$ cat src/rtl/nibble_serial_add_ctrl.sv
// nibble_serial_add_ctrl: sequences one external 4-bit adder slice to add two
// WIDTH-bit operands nibble-serially, LSB nibble first. The requester uses a
// start/busy/done handshake. S and cout are held until the next add completes.
module nibble_serial_add_ctrl #(
  parameter int unsigned WIDTH = 16  // multiple of 4, >= 8
) (
  input  logic             clk,
  input  logic             reset,
  input  logic             start,
  input  logic             cin,
  input  logic [WIDTH-1:0] A,
  input  logic [WIDTH-1:0] B,
  output logic             busy,
  output logic             done,
  output logic [WIDTH-1:0] S,
  output logic             cout,
  output logic [3:0]       add_x,
  output logic [3:0]       add_y,
  output logic             add_cin,
  input  logic [3:0]       add_s,
  input  logic             add_cout
);

  localparam int unsigned NIB  = WIDTH / 4;
  localparam int unsigned CntW = (NIB > 1) ? $clog2(NIB) : 1;
  localparam logic [CntW-1:0] CntLast = CntW'(NIB - 1);

  typedef enum logic [1:0] {
    StIdle,
    StRun,
    StDone
  } state_e;

  state_e            state_q, state_d;
  logic [WIDTH-1:0]  opa_q, opa_d;
  logic [WIDTH-1:0]  opb_q, opb_d;
  logic [WIDTH-1:0]  sum_q, sum_d;
  logic [WIDTH-1:0]  s_q, s_d;
  logic              carry_q, carry_d;
  logic              cout_q, cout_d;
  logic [CntW-1:0]   cnt_q, cnt_d;

  // State and datapath registers; reset abandons any operation in flight.
  always_ff @(posedge clk) begin
    if (reset) begin
      state_q <= StIdle;
      opa_q   <= '0;
      opb_q   <= '0;
      sum_q   <= '0;
      s_q     <= '0;
      carry_q <= 1'b0;
      cout_q  <= 1'b0;
      cnt_q   <= '0;
    end else begin
      state_q <= state_d;
      opa_q   <= opa_d;
      opb_q   <= opb_d;
      sum_q   <= sum_d;
      s_q     <= s_d;
      carry_q <= carry_d;
      cout_q  <= cout_d;
      cnt_q   <= cnt_d;
    end
  end

  // Next-state, datapath update and slice/handshake outputs.
  always_comb begin
    state_d = state_q;
    opa_d   = opa_q;
    opb_d   = opb_q;
    sum_d   = sum_q;
    s_d     = s_q;
    carry_d = carry_q;
    cout_d  = cout_q;
    cnt_d   = cnt_q;
    add_x   = 4'h0;
    add_y   = 4'h0;
    add_cin = 1'b0;
    busy    = 1'b0;
    done    = 1'b0;

    unique case (state_q)
      StIdle: begin
        if (start) begin
          opa_d   = A;
          opb_d   = B;
          carry_d = cin;
          cnt_d   = '0;
          state_d = StRun;
        end
      end

      StRun: begin
        busy    = 1'b1;
        add_x   = opa_q[3:0];
        add_y   = opb_q[3:0];
        add_cin = carry_q;
        // Each slice result enters at the top so the LSB nibble ends up at bit 0.
        sum_d   = {add_s, sum_q[WIDTH-1:4]};
        carry_d = add_cout;
        opa_d   = opa_q >> 4;
        opb_d   = opb_q >> 4;
        cnt_d   = cnt_q + 1'b1;
        if (cnt_q == CntLast) begin
          // Visible result only changes here, so S is stable through the next RUN.
          s_d     = sum_d;
          cout_d  = add_cout;
          cnt_d   = '0;
          state_d = StDone;
        end
      end

      StDone: begin
        done = 1'b1;
        if (start) begin
          opa_d   = A;
          opb_d   = B;
          carry_d = cin;
          cnt_d   = '0;
          state_d = StRun;
        end else begin
          state_d = StIdle;
        end
      end

      default: begin
        state_d = StIdle;
      end
    endcase
  end

  assign S    = s_q;
  assign cout = cout_q;

endmodule

$ cat config.mk
export PLATFORM = sky130hd
export DESIGN_NAME = nibble_serial_add_ctrl
export DESIGN_NICKNAME = d
export VERILOG_FILES = /design/src/rtl/nibble_serial_add_ctrl.sv
export SDC_FILE = /design/constraint.sdc
export NUM_CORES = 1
export LEC_CHECK = 0
export CELL_PAD_IN_SITES_DETAIL_PLACEMENT = 0
export CELL_PAD_IN_SITES_GLOBAL_PLACEMENT = 2
export CORE_MARGIN = 1
export CORE_UTILIZATION = 32
export CTS_CLUSTER_DIAMETER = 60
export DETAILED_ROUTE_END_ITERATION = 10
export PLACE_DENSITY_LB_ADDON = 0.1
export SETUP_SLACK_MARGIN = 0.1
export SYNTH_ARGS = -nofsm -noshare
export SYNTH_HDL_FRONTEND = slang
export SYNTH_SLANG_ARGS = --single-unit
$ cat constraint.sdc
create_clock -name clk -period 2.28 [get_ports clk]
set_clock_uncertainty 0.15 [all_clocks]
set_input_delay 0.228 -clock clk [delete_from_list [all_inputs] [get_ports clk]]
set_output_delay 0.228 -clock clk [all_outputs]
set_load 0.01 [all_outputs]
==> metrics.yaml <==
irDropWorstVdd_mv: 0.2844
synth.top_cell.area_share: 0.4611
clockBufferDepth: 2
regArea_sq_um: 1323
ys_seq_area_frac: 0.4611
synth_mux_area_frac: 0.1118
crit_family: "buffers and inverters"
firstDrtPassIters: 4
rsz0062_at_grt: "no"
first_iter_violations: 78
cap_violations: 0
avgSynthCellArea_sq_um: 9.273
clk_pin_slew_ns: 0.08
antenna_found_initial: 0
cts_root_buf: "clkbuf_8"
initial_utilization: 0.3302
fp.dieW_microns: 96.63
fillers: 897
coreArea_sq_um: 8678
grt-ovfl-total: 0
path_class: "register to primary output"
synth_top_family_by_area: "simple AND/OR/NAND/NOR gates"
synth.most_common_cell: "dfxtp_1"
hp-class: "input port to register"
synth_ff_type: "dfxtp_1"
r2r-start: "state_q[0]"
slew_viol_final: 0
slowest_stage: "clkdlybuf4s50_1"
yosysWarnings: 0
hold_start: "reset"
arrival_ns: 1.68
drive_gt1_frac: 0.1194
finalPower_mw: 2.579
rr_worst_depth: 5
leakage_nw: 1.361
post_drt_wl_per_cell_microns: 14.07
antenna_left: 0
synthDistinctLibCells: 29
path_buf_inv: 2
htree_levels: 3
cts_setup_buffers: 0
synthToLayoutAreaGrowth_pct: 32.49
worstPathRequired_ns: 1.90
tightest_slew_ns: 0.4135
synth-edff-count: 0
setup_viol: 0
crit_path_max_incr_delay_ns: 0.54
synth.net_count: 351
finalCritPeriodShare: 0.9032
fin_tns_setup_ns: 0
synthCells: 309
synth-xor-area-share: 0
synth_compound_area_frac: 0.1572
synth_area_leaders: "dfxtp_1 46%, mux2i_1 11%, nand2_1 7.9%"
port_buffers: 68
cts_tree: "built"
hold_viol: 0
hpwlAfterDp_mm: 4.211
synthSimpleGateAreaFrac: 0.1965
post-synth-top-area-cell: "dfxtp_1"
place.gp.congestion: 0.6922
stdcell_area_sq_um: 3796
setup_slack_ns: 0.2207
syn_area_sq_um: 2865
vias: 2358
fmax_mhz: 485.6
n_antenna_cell: 0
grt_pass1_vias: 2205
drt-total-wl_mm: 6.824
r2r_end: "opb_q[4]"
fp.dieH_microns: 96.63
grt_use_total: 0.1497
status: "complete, no violations"
vias_per_cell: 4.862
whs_path_depth: 3
synthArstFlopShare: 0
start_kind: "register"
finish.net_count: 416
clk_latency_ns: 0.33
cts.sinks: 66
synth-seq-cells: 66
synth_common_cells: "66 x dfxtp_1, 60 x nand2_1, 32 x mux2i_1"
power.density_nw_per_um2: 679.3
slew_headroom: 0.7243
cp_max_fo: 16
drc: 0
pin_count: 69
regToRegSetupSlack_ns: 0.56
path_cells: "nand2b_2, clkinv_4, and2_1, clkdlybuf4s50_1"
finalCriticalPeriod_ns: 2.059
critical_path.endpoint_type: "primary output"
dieArea_sq_um: 9336
place_area_sq_um: 3613
cts_buffers: 9
grt_pass1_wl_mm: 11.05
grt_start_max_net_pins: 67
multi_input_area_sq_um: 1349
pre_cts_ws_ns: 0.4062
rows: 34
hold_path_end: "opb_q[15]"
synthAdderAreaFrac: 0.004367
[repair_timing]
item / in CTS / in global routing
gates resized for setup: 1 / 2
hold buffers: 0 / 0
gates cloned: 0 / 1
endpoints found under the setup margin: 6 / 9
[worst min-delay path: stages]
cell and delay, ns:
buf_2 0.11, buf_12 0.20, nor2_1 0.12
[metrics by stage]
| step | instances | hold WS, ns | utilization |
|---|---|---|---|
| 2_1_floorplan | 309 | 0.2140 | - |
| 3_3_place_gp | 470 | 0.2954 | 0.4164 |
| 3_5_place_dp | 470 | 0.2988 | 0.4164 |
| 4_1_cts | 484 | 0.2124 | 0.4366 |
| 5_1_grt | 485 | 0.2108 | 0.4374 |
| 6_report | 485 | 0.2169 | 0.4374 |
[report_power, final]
| group | internal [mW] | switching [mW] |
|---|---|---|
| Sequential | 1.22 | 0.0379 |
| Clock | 0.488 | 0.422 |
| Combinational | 0.212 | 0.198 |
| Total | 1.92 | 0.659 |
[how the worst max path moves through the flow]
| stage | from | endpoint | cells after the start | slack, ns |
|---|---|---|---|---|
| after detailed placement | start | opa_q[4] | 5 | 0.41 |
| after floorplan | state_q[1] | add_cin | 5 | 0.78 |
| after global placement | state_q[1] | add_x[0] | 4 | 0.44 |
| final | state_q[1] | add_x[1] | 4 | 0.22 |
| after global routing | state_q[1] | add_x[1] | 4 | 0.13 |
| after CTS | state_q[1] | add_x[0] | 4 | 0.1 |
[routing by layer]
| metal | vias up | GRT usage | wire, microns |
|---|---|---|---|
| met4 | 0 | 0.07692 | 109 |
| li1 | 1207 | - | - |
| met2 | 57 | 0.2140 | 2983 |
| met3 | 9 | 0.03251 | 258 |
| met5 | - | 0 | 0 |
| met1 | 1085 | 0.2103 | 3472 |
[registers in the layout, indices dropped and copies added, names as in the netlist]
signal	flops
S	16
opa_q	16
opb_q	16
sum_q	12
cnt_q	2
state_q	2
carry_q	1
cout	1
[kinds of logic (layout without fill, tap and decap cells)]
family	Yosys count	after routing
adders and majority gates	1	1
buffers and inverters	28	96
AOI/OAI and AO/OA	65	65
muxes	32	32
DFF	66	66
and+or+nand+nor	117	117
[cells in the final DEF (no fill, tap or decap), drive strengths merged, types with 2 or more instances in the layout]
cell type      instances
o21a                   3
and2                  10
nand3                  4
clkinv                 5
nor2                  10
nand2b                 2
buf                   13
a211oi                25
clkbuf                10
clkdlybuf4s50         67
nand2                 61
a21oi                 31
a2bb2oi                5
nor3                  25
mux2i                 32
dfxtp                 66
[cell type report]
class / count / area share
Timing Repair Buffer: 80 / 0.2116
Multi-Input combinational cell: 215 / 0.3553
Inverter: 1 / 0.002307
Clock buffer: 10 / 0.03362
Timing Repair inverter: 1 / 0.001318
Sequential cell: 66 / 0.3484
Clock inverter: 4 / 0.01187
Tap cell: 108 / 0.03560
Power figures use the tool's default switching activity.
